<file path="src/rtl/tt_ctrl_sel.sv">
// Pad-side select controller: synchronises the control pads, counts increment
// pulses into a {branch, module} address and commits it on enable. Optional
// increment glitch filter: define TT_CTRL_SEL_FILTER_EN.
//
// state  | meaning
// IDLE   | synchronised select-reset asserted, counter held at zero
// COUNT  | select-reset released, enable low, increments advance the counter
// ACTIVE | enable high, address committed, increments ignored
module tt_ctrl_sel #(
  parameter int N_BRANCH    = 24,
  parameter int N_UM        = 16,
  parameter int SYNC_STAGES = 2,
  localparam int BR_W = (N_BRANCH > 1) ? $clog2(N_BRANCH) : 1,
  localparam int UM_W = (N_UM > 1) ? $clog2(N_UM) : 1
) (
  input  logic                 clk,
  input  logic                 rst_n,
  input  logic                 ctrl_sel_rst_n,
  input  logic                 ctrl_sel_inc,
  input  logic                 ctrl_ena,
  output logic [BR_W+UM_W-1:0] spine_addr,
  output logic                 spine_ena,
  output logic                 sel_overflow,
  output logic                 sel_busy
);

  localparam logic [BR_W-1:0] BR_LAST = BR_W'(N_BRANCH - 1);
  localparam logic [UM_W-1:0] UM_LAST = UM_W'(N_UM - 1);

  typedef enum logic [1:0] {
    IDLE   = 2'd0,
    COUNT  = 2'd1,
    ACTIVE = 2'd2
  } state_t;

  logic [SYNC_STAGES-1:0] rst_sync;
  logic [SYNC_STAGES-1:0] inc_sync;
  logic [SYNC_STAGES-1:0] ena_sync;
  logic                   s_rst_n;
  logic                   s_inc_raw;
  logic                   s_inc;
  logic                   s_ena;
  logic                   inc_d;
  logic                   ena_d;
  logic                   inc_p;
  logic                   ena_p;
  state_t                 state_q;
  state_t                 state_d;
  logic [BR_W-1:0]        cnt_br;
  logic [UM_W-1:0]        cnt_um;

  // Select-reset synchroniser idles high so a reset does not look like a clear.
  always_ff @(posedge clk or negedge rst_n) begin
    if (!rst_n) begin
      rst_sync <= '1;
      inc_sync <= '0;
      ena_sync <= '0;
    end else begin
      rst_sync <= {rst_sync[SYNC_STAGES-2:0], ctrl_sel_rst_n};
      inc_sync <= {inc_sync[SYNC_STAGES-2:0], ctrl_sel_inc};
      ena_sync <= {ena_sync[SYNC_STAGES-2:0], ctrl_ena};
    end
  end

  assign s_rst_n   = rst_sync[SYNC_STAGES-1];
  assign s_inc_raw = inc_sync[SYNC_STAGES-1];
  assign s_ena     = ena_sync[SYNC_STAGES-1];

`ifdef TT_CTRL_SEL_FILTER_EN
  // The filtered level only moves once three consecutive samples agree;
  // otherwise it holds its previous value, which is inc_d.
  logic [1:0] inc_hist;

  always_ff @(posedge clk or negedge rst_n) begin
    if (!rst_n) inc_hist <= '0;
    else        inc_hist <= {inc_hist[0], s_inc_raw};
  end

  always_comb begin
    s_inc = inc_d;
    if (&{inc_hist, s_inc_raw})       s_inc = 1'b1;
    else if (~|{inc_hist, s_inc_raw}) s_inc = 1'b0;
  end
`else
  assign s_inc = s_inc_raw;
`endif

  always_ff @(posedge clk or negedge rst_n) begin
    if (!rst_n) begin
      inc_d <= 1'b0;
      ena_d <= 1'b0;
    end else begin
      inc_d <= s_inc;
      ena_d <= s_ena;
    end
  end

  assign inc_p = s_inc & ~inc_d;
  assign ena_p = s_ena & ~ena_d;

  always_ff @(posedge clk or negedge rst_n) begin
    if (!rst_n) state_q <= IDLE;
    else        state_q <= state_d;
  end

  always_comb begin
    state_d = state_q;
    case (state_q)
      IDLE: begin
        if (s_rst_n) state_d = s_ena ? ACTIVE : COUNT;
      end
      COUNT: begin
        if (!s_rst_n)   state_d = IDLE;
        else if (s_ena) state_d = ACTIVE;
      end
      ACTIVE: begin
        if (!s_rst_n)    state_d = IDLE;
        else if (!s_ena) state_d = COUNT;
      end
      default: state_d = IDLE;
    endcase
  end

  // Counting uses the next state so an increment coinciding with the enable
  // rise is discarded and the pre-increment value gets committed.
  always_ff @(posedge clk or negedge rst_n) begin
    if (!rst_n) begin
      cnt_br       <= '0;
      cnt_um       <= '0;
      sel_overflow <= 1'b0;
    end else if (!s_rst_n) begin
      cnt_br       <= '0;
      cnt_um       <= '0;
      sel_overflow <= 1'b0;
    end else if (inc_p && (state_d == COUNT)) begin
      if (cnt_um < UM_LAST) begin
        cnt_um <= cnt_um + 1'b1;
      end else if (cnt_br < BR_LAST) begin
        cnt_um <= '0;
        cnt_br <= cnt_br + 1'b1;
      end else begin
        sel_overflow <= 1'b1;
      end
    end
  end

  always_ff @(posedge clk or negedge rst_n) begin
    if (!rst_n) begin
      spine_addr <= '0;
      spine_ena  <= 1'b0;
      sel_busy   <= 1'b0;
    end else begin
      if (ena_p && (state_d == ACTIVE)) spine_addr <= {cnt_br, cnt_um};
      spine_ena <= (state_d == ACTIVE) & ~sel_overflow;
      sel_busy  <= ({cnt_br, cnt_um} != spine_addr);
    end
  end

endmodule
</file>
<file path="config.mk">
export PLATFORM = sky130hd
export DESIGN_NAME = tt_ctrl_sel
export DESIGN_NICKNAME = d
export VERILOG_FILES = /design/src/rtl/tt_ctrl_sel.sv
export SDC_FILE = /design/constraint.sdc
export NUM_CORES = 1
export LEC_CHECK = 0
export ABC_AREA = 1
export CAP_MARGIN = 5
export CORE_MARGIN = 2
export CORE_UTILIZATION = 54
export CTS_CLUSTER_SIZE = 30
export DETAILED_ROUTE_END_ITERATION = 6
export GPL_ROUTABILITY_DRIVEN = 1
export PLACE_DENSITY = 0.88
export SLEW_MARGIN = 10
export SYNTH_ARGS = -nofsm -noshare
export SYNTH_HDL_FRONTEND = slang
export SYNTH_SLANG_ARGS = --single-unit
</file>
<file path="constraint.sdc">
create_clock -name clk -period 2.6 [get_ports clk]
set_input_delay 0.52 -clock clk [delete_from_list [all_inputs] [get_ports clk]]
set_output_delay 0.52 -clock clk [all_outputs]
set_load 0.03 [all_outputs]
</file>
== Word-level counts from Yosys, hierarchy flattened ==
Cells that the tools add are included.

* Add/sub/neg operators: 2
* Magnitude comparators: 2
* Eq/ne operators: 10
* Mux-type cells: 19
* Bitwise gates (word level): 6
* Reductions and logical operators: 6

{| class="wikitable"
|+ Operators with widths
! kind !! number
|-
| $mux 5 || 4
|-
| $mux 4 || 4
|-
| $mux 2 || 6
|-
| $ne 9x9->1 || 1
|-
| $pmux 2 s3 || 1
|-
| $reduce_and 3->1 || 2
|-
| $add 5x1->5 const B || 1
|-
| $lt 5x5->1 const B || 1
|-
| $add 4x1->4 const B || 1
|-
| $eq 2x1->1 const B || 2
|-
| $eq 2x2->1 const B || 2
|-
| $lt 4x4->1 const B || 1
|-
| $mux 1 || 4
|-
| $ne 2x1->1 const B || 2
|-
| $ne 2x2->1 const B || 2
|-
| $and 1x1->1 || 3
|-
| $ne 3x1->1 const B || 1
|-
| $not 1->1 || 3
|-
| $logic_and 1x1->1 || 2
|-
| $logic_not 2->1 || 1
|-
| $reduce_and 2->1 || 1
|}

* Flip-flop bits (word level): 31
* Bits of input ports: 5
* Logic and storage cells: 57

== Longest topological paths before layout ==
Gate-level depths: netlist of run 1.

* Word-level depth: 7
* Mapped depth: 9
* Mapped depth without buffers: 9

== Least setup slack after synthesis of run 1 ==
No wires, ideal clock.

* Kind: flip-flop to flip-flop
* From: register rst_sync[1]
* To: register spine_addr[7]
* Library setup time: 0.118 ns
* Arrival: 1.394 ns
* Required time: 2.482 ns
* Setup slack: 1.088 ns
* Stages on the path, launching flop included: 10
* Buffers on the path: 3
* Period minus slack after synthesis: 1.512 ns
* Path through: dfstp_2 > buf_6 > nand2_4 > a21oi_4 > inv_2 > or2_1 > buf_6 > buf_12 > nand2_2 > o21ai_2

* Word-level cells in the longest chain between the ends: 4

{| class="wikitable"
|+ Ends and longest elaborated chain
! item !! RTL line !! text
|-
| start, declared || 36 || <nowiki>logic [SYNC_STAGES-1:0] rst_sync;</nowiki>
|-
| start signal, assigned || 59 || <nowiki>rst_sync <= {rst_sync[SYNC_STAGES-2:0], ctrl_sel_rst_n};</nowiki>
|-
| $mux 2, on equally long branches || 117, 110, 113 ||
|-
| $pmux 2 s3 (*) || 108 || <nowiki>case (state_q)</nowiki>
|-
| via state_d[1] || 48 || <nowiki>state_t state_d;</nowiki>
|-
| $eq 2x2->1 (*) || 153 || <nowiki>if (ena_p && (state_d == ACTIVE)) spine_addr <= {cnt_br, cnt_um};</nowiki>
|-
| $logic_and 1x1->1 (*) || 153 ||
|-
| end signal, assigned || 153 ||
|-
| end, declared || 21 || <nowiki>output logic [BR_W+UM_W-1:0] spine_addr,</nowiki>
|}

Mark *: on every way through the listed nets, which the timed path passes. The rest lies on a longest branch.
A chain may end at the register's enable or synchronous reset.

== Worst setup path in the final report of run 1 ==
* From: register spine_addr[7]
* To: output port spine_addr[7]

No word-level cell between the ends.

==> flow_metrics.tcl, run 1 <==
set metrics [dict create \
    status "finished, final reports clean" \
    numClockSinks 31 \
    synth_common_cells "nand2_1 (47), dfrtp_1 (29), inv_1 (16)" \
    cts_buffers 5 \
    rows 18 \
    tns_ns 0 \
    clockRootBuffer "clkbuf_4" \
    worst_pin_slew_ns 0.759 \
    dieArea_um2 3170 \
    grt_antenna_before_repair 0 \
    fmax_ghz 0.512 \
    multiInputGateArea_um2 576 \
    io_buffers 16 \
    initial_core_util_pct 58.0 \
    final_util_pct 66.5 \
    timing.max_cap.violations 0 \
    path_cells "clkdlybuf4s50_1" \
    cts_tree "yes" \
    cellLeakagePower_nw 0.821 \
    post_drt_wl_per_cell_um 12.2 \
    drv_slew 0 \
    insertion_delay_ns 0.33 \
    clk_pin_slew_worst_paths_ns 0.10 \
    crit_path_max_incr_delay_ns 0.69 \
    regArea_um2 778 \
    synth-seq-cells 31 \
    syn-num-nets 170 \
    setup_viol 0 \
    synth_cells 163 \
    dieHeight_um 56.3 \
    area_delta_synth_final_pct 14.6 \
    drt_iter0_drc 39 \
    rsz0062_at_grt "no" \
    grt.total_usage_pct 17.8 \
    hold_path.class "reg2reg" \
    cts_buffer_depth 2 \
    grt_max_degree 32 \
    yosys.area.top_type_share_pct 49.2 \
    worstSetupPathType "reg2out" \
    ys_warn_count 0 \
    fp.dieW_um 56.3 \
    htreeDepth 2 \
    cp_max_fo 3 \
    synth_top_cell_by_area "dfrtp_1" \
    cpLargestDelayFamily "buffers and inverters" \
    yosysMostFrequentCell "nand2_1" \
    cp_slowest_cell "clkdlybuf4s50_1" \
    cp.required_ns 2.08 \
    power.total_mw 1.06 \
    critPathBufInv 1 \
    drt_first_pass_iters 4 \
    postRouteAntennaNets 0 \
    finClkSkew_ns 0.0110 \
    yosysUniqueCellTypes 25 \
    post-route-period-util_pct 75.1 \
    post_cts.repair.setup_buffers 0 \
    cts_resized 0 \
    hpwl_um 1830 \
    grt_pass1_vias 993 \
    vdd_drop_max_uv 424 \
    core_um2 2540 \
    nFillCells 194 \
    power_density_nw_per_um2 627 \
    viasPerCell 5.32 \
    end_kind "primary output" \
    ys_seq_area_share_pct 52.7 \
    diodes 0 \
    ys.flop_type "dfrtp_1" \
    num_io_pins 17 \
    synth_edf_count 0 \
    finalHoldViolCount 0 \
    relSlewSlack_pct 49.4 \
    drive_gt1_share_pct 12.6 \
    cp.arrival_ns 1.43 \
    critical_path.startpoint_type "flop" \
    fin_crit_ns 1.95 \
    grt_pass1_wl_um 4290 \
    syn_area_um2 1480 \
    hold_buffers 0 \
    wl_um 2590 \
    postSynthAreaPerCell_um2 9.06 \
    async_reset_ff_share_pct 100 \
    nNetsFinal 188 \
    gp_congestion 0.822 \
    synth_area_leaders "dfrtp_1 (49%), nand2_1 (12%), o21ai_2 (5.3%), inv_1 (4.1%), nor2_1 (3.8%)" \
    num_vias 1127 \
    drc 0 \
    grt_overflow_total 0 \
]
==> worst paths after layout <==
| kind | from | endpoint | slack, ns | cells after the start |
|---|---|---|---|---|
| worst max-delay path | spine_addr[7]$_DFFE_PN0P_ | spine_addr[7] | 0.65 | 1 |
| worst min-delay path | rst_sync[0]$_DFF_PN1_ | rst_sync[1]$_DFF_PN1_ | 0.36 | 0 |
| worst max register to register | rst_sync[1]$_DFF_PN1_ | cnt_br[4]$_DFFE_PN0P_ | 0.79 | 7 |
| worst min register to register | rst_sync[0]$_DFF_PN1_ | rst_sync[1]$_DFF_PN1_ | 0.36 | 0 |
| max in group asynchronous | rst_n | rst_sync[0]$_DFF_PN1_ | 1.72 | 2 |
| min in group asynchronous | rst_n | spine_addr[0]$_DFFE_PN0P_ | 0.56 | 2 |
==> where the power goes <==
group,total [mW],internal (mW),switching [mW]
clock,0.320,0.159,0.161
combinational,0.186,0.0770,0.109
sequential,0.555,0.519,0.0365
==> placed cells by master, fill, tap and decap left out <==
cell type,count
a21oi_1,2
nand4_1,8
or2_1,1
nand3b_1,1
ha_1,2
dfrtp_1,29
o21ai_2,9
dfstp_2,2
clkbuf_1,1
o21ai_0,1
clkdlybuf4s50_1,16
clkbuf_4,5
nand2_2,1
a21oi_4,1
nand2_1,47
clkbuf_8,2
inv_2,1
nor3_1,2
xor2_1,3
xnor2_1,4
nand2_4,1
nor2_1,15
buf_4,1
inv_1,16
nand3_1,11
==> logic make-up after synthesis <==
| group | synth area share [%] |
|---|---|
| simple gates | 25.7 |
| flops | 52.7 |
| buf+inv | 8.30 |
| compound gates | 7.46 |
| xor+xnor | 4.15 |
| fa+ha+maj | 1.69 |
==> metrics by stage <==
| step | hold WS [ns] | area (µm²) | cells | setup WS [ns] |
|---|---|---|---|---|
| after global placement | 0.335 | 1620 | 204 | 0.900 |
| after CTS | 0.363 | 1690 | 212 | 0.638 |
| after floorplan | 0.224 | 1480 | 163 | 1.09 |
| after global routing | 0.369 | 1690 | 212 | 0.571 |
| after detailed placement | 0.341 | 1620 | 204 | 0.827 |
| final | 0.360 | 1690 | 212 | 0.648 |
==> flip-flops by register name (all words and copies together), names as in the netlist, 2 cells and up <==
register and flops:
spine_addr 9, cnt_um 4, inc_sync 2, ena_sync 2
state_q 2, rst_sync 2, cnt_br 5
==> per-layer routing <==
| layer | vias up | track usage, % | wire length [µm] |
|---|---|---|---|
| li1 | 549 | - | - |
| met5 | - | 0 | 0 |
| met2 | 43 | 28.6 | 1240 |
| met1 | 525 | 20.8 | 1100 |
| met3 | 10 | 7.14 | 174 |
| met4 | 0 | 8.50 | 82 |
==> cell type report <==
type                            instances  area share [%]
Tap cell                               30            2.22
Sequential cell                        31            46.0
Timing Repair Buffer                   17            9.91
Multi-Input combinational cell        109            34.0
Inverter                               17            3.77
Clock buffer                            8            4.07
(Power assumes the default switching activity.)
==> run 2, diff against run 1 <==
CORE_UTILIZATION = 49   (was 54)
PLACE_DENSITY = 0.85   (was 0.88)
clock period = 1.65 ns   (was 2.6 ns; I/O delays follow)
==> run 2 against run 1 <==
- the flow now finishes with violations (DRC)
- combinational power increased by 59%
- wire length grew 7.3%
- flip-flop and latch count unchanged
- clock power rose by 87%
- clock-buffer cell count decreased by 3
- cell count rose by 3.8%
- power grew 66%
- die area increased by 9.5%
- sequential share of layout area decreased by 1.5 points
- sequential power is 56% higher
- via count up 0.80%
- design area up 3.3%
- largest power group unchanged
==> flow_metrics.tcl, run 2 (same netlist as run 1, synthesis figures left out) <==
set metrics [dict create \
    crit_start "spine_addr[3]$_DFFE_PN0P_" \
    end_kind "primary output" \
    fp.dieW_um 58.9 \
    post_cts.repair.setup_buffers 0 \
    fin_crit_ns 1.50 \
    finalHoldViolCount 0 \
    post-route-period-util_pct 90.9 \
    worstReg2RegEnd "sel_overflow$_DFFE_PN0P_" \
    cp.arrival_ns 1.17 \
    seqPwrFrac_pct 49.3 \
    ff2ff_setup_slack_ns 0.15 \
    drive_gt1_share_pct 16.9 \
    place_area_um2 1680 \
    nNetsFinal 195 \
    wl_um 2780 \
    clockRootBuffer "clkbuf_4" \
    worst-path-stages 1 \
    power_density_nw_per_um2 1010 \
    diodes 0 \
    fin_area_um2 1750 \
    hold_path.class "reg2reg" \
    dieHeight_um 58.9 \
    status "finished with violations" \
    regMostFlops "spine_addr" \
    drt_first_pass_iters 6 \
    violations "DRC" \
    grt_pass1_vias 1119 \
    relSlewSlack_pct 74.0 \
    fin_ws_ns 0.149 \
    core_um2 2810 \
    io_buffers 16 \
    crit_path_end "spine_addr[3]" \
    r2r_start "rst_sync[1]$_DFF_PN1_" \
    num_io_pins 17 \
    critPathBufInv 1 \
    grt.total_usage_pct 19.2 \
    drv_slew 0 \
    setup_viol 0 \
    vdd_drop_max_uv 584 \
    rsz0062_at_grt "no" \
    postRouteAntennaNets 0 \
    cp.required_ns 1.32 \
    initial_core_util_pct 52.6 \
    critical_path.startpoint_type "flop" \
    grt_antenna_before_repair 0 \
    p_sw_mw 0.516 \
    power.total_mw 1.76 \
    viasPerCell 5.16 \
    dp_slack_ns 0.174 \
    area_delta_synth_final_pct 18.4 \
    fmax_ghz 0.666 \
    insertion_delay_ns 0.34 \
    swShare_pct 29.3 \
    num_vias 1136 \
    drc 3 \
    cts_buffers 5 \
    numClockSinks 31 \
    grt_pass1_wl_um 4950 \
    finClkSkew_ns 0.00753 \
    final_common_cell "nand2_1" \
    grt_max_degree 32 \
    htreeDepth 2 \
    crit_path_max_incr_delay_ns 0.41 \
    gp_congestion 0.846 \
    r2r_cells 7 \
    cp_max_fo 3 \
    pwr-share-clk_pct 34.0 \
    grt_overflow_total 0 \
    clk_pin_slew_worst_paths_ns 0.11 \
    cpLargestDelayFamily "flip-flops" \
    post_drt_wl_per_cell_um 12.6 \
    cts_tree "yes" \
    p_int_mw 1.25 \
    nFillCells 231 \
    final_cell_mix "nand2_1 (47), dfrtp_1 (29), inv_1 (16), nor2_1 (15), dlygate4sd2_1 (12)" \
    worst_pin_slew_ns 0.390 \
    tns_ns 0 \
    largest_reg_flops 9 \
    timing.max_cap.violations 0 \
    cp_slowest_cell "dfrtp_1" \
    cellLeakagePower_nw 0.913 \
    dieArea_um2 3470 \
    hpwl_um 2070 \
    worstSetupPathType "reg2out" \
    pwr-share-comb_pct 16.7 \
    drt_iter0_drc 40 \
    reg_top3 "spine_addr (9), cnt_br (5), cnt_um (4)" \
    path_cells "dlygate4sd2_1" \
    cts_buffer_depth 2 \
    rows 19 \
]
run 2: through the flow:
stage	instances	utilization (%)	hold WS, ns
after floorplan	163	-	0.0344
final	220	62.3	0.362
after global placement	212	59.8	0.335
after global routing	220	62.3	0.369
after detailed placement	212	59.8	0.340
after CTS	220	62.1	0.362
run 2: timing repair:
action | 4_1_cts | 5_1_grt
setup endpoints to repair | 12 | 1
hold buffers | 0 | 0
cloned | 0 | 0
resized for setup | 12 | 1
run 2: per-layer routing:
metal | wire, µm | global-route usage, %
met1 | 1110 | 22.3
met2 | 1450 | 33.3
met3 | 161 | 5.93
met4 | 57 | 6.82
met5 | 0 | 0
run 2: worst min path at each step:
stage,startpoint,to,slack (ns),cells past startpoint
finish,rst_sync[0]$_DFF_PN1_,rst_sync[1]$_DFF_PN1_,0.36,0
CTS,rst_n,spine_addr[2]$_DFFE_PN0P_,0.36,2
global placement,ena_sync[0]$_DFF_PN0_,ena_sync[1]$_DFF_PN0_,0.33,0
detailed placement,ena_sync[0]$_DFF_PN0_,ena_sync[1]$_DFF_PN0_,0.34,0
global route,ctrl_sel_rst_n,rst_sync[0]$_DFF_PN1_,0.37,1
floorplan,rst_n,cnt_br[0]$_DFFE_PN0P_,0.03,0
run 2: cell type report:
| type | instances | area [µm²] | share of cell area (%) |
|---|---|---|---|
| tap | 31 | 38.8 | 2.22 |
| clock buffer | 5 | 37.5 | 2.15 |
| sequential | 31 | 778 | 44.5 |
| multi-input combinational | 109 | 581 | 33.2 |
| timing repair buffer | 24 | 205 | 11.7 |
| clock inverter | 3 | 43.8 | 2.51 |
| inverter | 17 | 63.8 | 3.65 |
run 2: power by group through the flow:
stage	clock (mW)	sequential [mW]	combinational [mW]
after floorplan	0	0.933	0.142
after global placement	0	0.878	0.304
after detailed placement	0	0.884	0.321
after CTS	0.621	0.868	0.299
after global routing	0.652	0.878	0.326
final	0.600	0.868	0.295
==> run 3, diff against run 2 <==
CAP_MARGIN = default   (was 5)
GPL_ROUTABILITY_DRIVEN = 0   (was 1)
MAX_ROUTING_LAYER = met4   (was default)
==> run 3 against run 2 <==
- the flow still finishes with violations (DRC)
- cell count unchanged
- setup slack about the same
- design area unchanged
- maximum frequency about the same
- die area unchanged
- clock power about the same
- wire length unchanged
- non-clock buffer count unchanged
- highest routed layer unchanged
==> flow_metrics.tcl, run 3 (same netlist as run 1, synthesis figures left out) <==
set metrics [dict create \
    status "finished with violations" \
    violations "DRC" \
    grt_overflow_total 0 \
    hpwl_um 2070 \
    fmax_ghz 0.666 \
    finalHoldViolCount 0 \
    area_delta_synth_final_pct 18.4 \
    viasPerCell 5.14 \
    drv_slew 0 \
    tns_ns 0 \
    cp_max_fo 6 \
    pwr-share-clk_pct 34.0 \
    final_util_pct 62.3 \
    clockRootBuffer "clkbuf_4" \
    nNetsFinal 195 \
    holdWs_ns 0.362 \
    worst_pin_slew_ns 0.390 \
    seqPwrFrac_pct 49.3 \
    final_cell_mix "nand2_1 (47), dfrtp_1 (29), inv_1 (16), nor2_1 (15), dlygate4sd2_1 (12)" \
    initial_core_util_pct 52.6 \
    r2r_start "rst_sync[1]$_DFF_PN1_" \
    critical_path.startpoint_type "flop" \
    swShare_pct 29.2 \
    end_kind "flop" \
    cts_tree "yes" \
    numClockSinks 31 \
    setup_viol 0 \
    regMostFlops "spine_addr" \
    cts_buffer_depth 2 \
    postRouteAntennaNets 0 \
    r2r_cells 7 \
    post-route-period-util_pct 91.0 \
    rsz0062_at_grt "no" \
    fin_area_um2 1750 \
    cellLeakagePower_nw 0.913 \
    drt_iter0_drc 40 \
    htreeDepth 2 \
    rows 19 \
    worstReg2RegEnd "sel_overflow$_DFFE_PN0P_" \
    wl_um 2780 \
    cts_buffers 5 \
    pwr-share-comb_pct 16.7 \
    cp.arrival_ns 1.77 \
    grt.total_usage_pct 19.8 \
    num_vias 1131 \
    fin_crit_ns 1.50 \
    ff2ff_setup_slack_ns 0.15 \
    drive_gt1_share_pct 16.9 \
    post_drt_wl_per_cell_um 12.6 \
    drt_first_pass_iters 6 \
    cp.required_ns 1.92 \
    dieArea_um2 3470 \
    reg_top3 "spine_addr (9), cnt_br (5), cnt_um (4)" \
    place_area_um2 1680 \
    diodes 0 \
    largest_reg_flops 9 \
    min_path_cells 0 \
    post_cts.repair.setup_buffers 0 \
    grt_antenna_before_repair 0 \
    grt_pass1_wl_um 4950 \
    p_int_mw 1.25 \
    power_density_nw_per_um2 1010 \
    worstHoldStart "rst_sync[0]$_DFF_PN1_" \
    drc 3 \
    hold_path.class "reg2reg" \
    whs_endpoint "rst_sync[1]$_DFF_PN1_" \
    relSlewSlack_pct 74.0 \
    grt_pass1_vias 1117 \
    io_buffers 16 \
    finClkSkew_ns 0.00720 \
    vdd_drop_max_uv 584 \
    fp.dieW_um 58.9 \
    timing.max_cap.violations 0 \
    final_common_cell "nand2_1" \
    worstSetupPathType "reg2reg" \
    insertion_delay_ns 0.34 \
    num_io_pins 17 \
    grt_max_degree 32 \
    clk_pin_slew_worst_paths_ns 0.10 \
    core_um2 2810 \
    dieHeight_um 58.9 \
    p_sw_mw 0.515 \
]
run 3: cell counts in the layout (fill, tap and decap cells not counted):
Identical to the previous run, type by type.
run 3: worst max-delay path by stage:
stage	from	endpoint	slack (ns)
global route	rst_sync[1]$_DFF_PN1_	cnt_br[3]$_DFFE_PN0P_	0.03
detailed placement	rst_sync[1]$_DFF_PN1_	cnt_br[2]$_DFFE_PN0P_	0.17
floorplan	rst_sync[1]$_DFF_PN1_	spine_addr[7]$_DFFE_PN0P_	0.14
global placement	rst_sync[1]$_DFF_PN1_	spine_addr[6]$_DFFE_PN0P_	0.23
finish	rst_sync[1]$_DFF_PN1_	sel_overflow$_DFFE_PN0P_	0.15
CTS	spine_addr[7]$_DFFE_PN0P_	spine_addr[7]	0.12
run 3: cell type report:
type	count	area (µm²)
Inverter	17	63.8
Clock inverter	3	43.8
Clock buffer	5	37.5
Multi-Input combinational cell	109	581
Timing Repair Buffer	24	205
Sequential cell	31	778
Tap cell	31	38.8
Fill cell	231	1060
run 3: per-layer routing:
layer  GRT usage [%]  routed length (µm)  vias to the layer above
met4            6.82                  57                        0
met1            22.6                1110                      521
li1                -                   -                      565
met3            5.93                 153                        8
met2            33.2                1460                       37
met5               -                   0                        -
run 3: power groups by stage:
stage,Clock (mW),Combinational (mW),Sequential [mW]
after floorplan,0,0.142,0.933
after global placement,0,0.304,0.878
after detailed placement,0,0.321,0.884
after CTS,0.621,0.299,0.868
after global routing,0.652,0.326,0.878
final,0.599,0.294,0.868
run 3: critical path: stages (launching register included):
cell and delay, ns:
dfstp_2 0.57, inv_1 0.06, nor2_1 0.11, nand3_1 0.11
nand2_1 0.20, buf_4 0.18, nand2_1 0.05, o21ai_0 0.14
run 3: per-stage QoR:
stage | power [mW] | setup slack [ns] | std cells
6_report | 1.76 | 0.149 | 220
5_1_grt | 1.86 | 0.0302 | 220
4_1_cts | 1.79 | 0.121 | 220
3_5_place_dp | 1.20 | 0.174 | 212
3_3_place_gp | 1.18 | 0.235 | 212
2_1_floorplan | 1.08 | 0.138 | 163
run 3: what timing repair did:
action	4_1_cts	5_1_grt
resized for setup	12	1
hold buffers	0	0
endpoints found under the setup margin	12	1
pin swaps	0	0
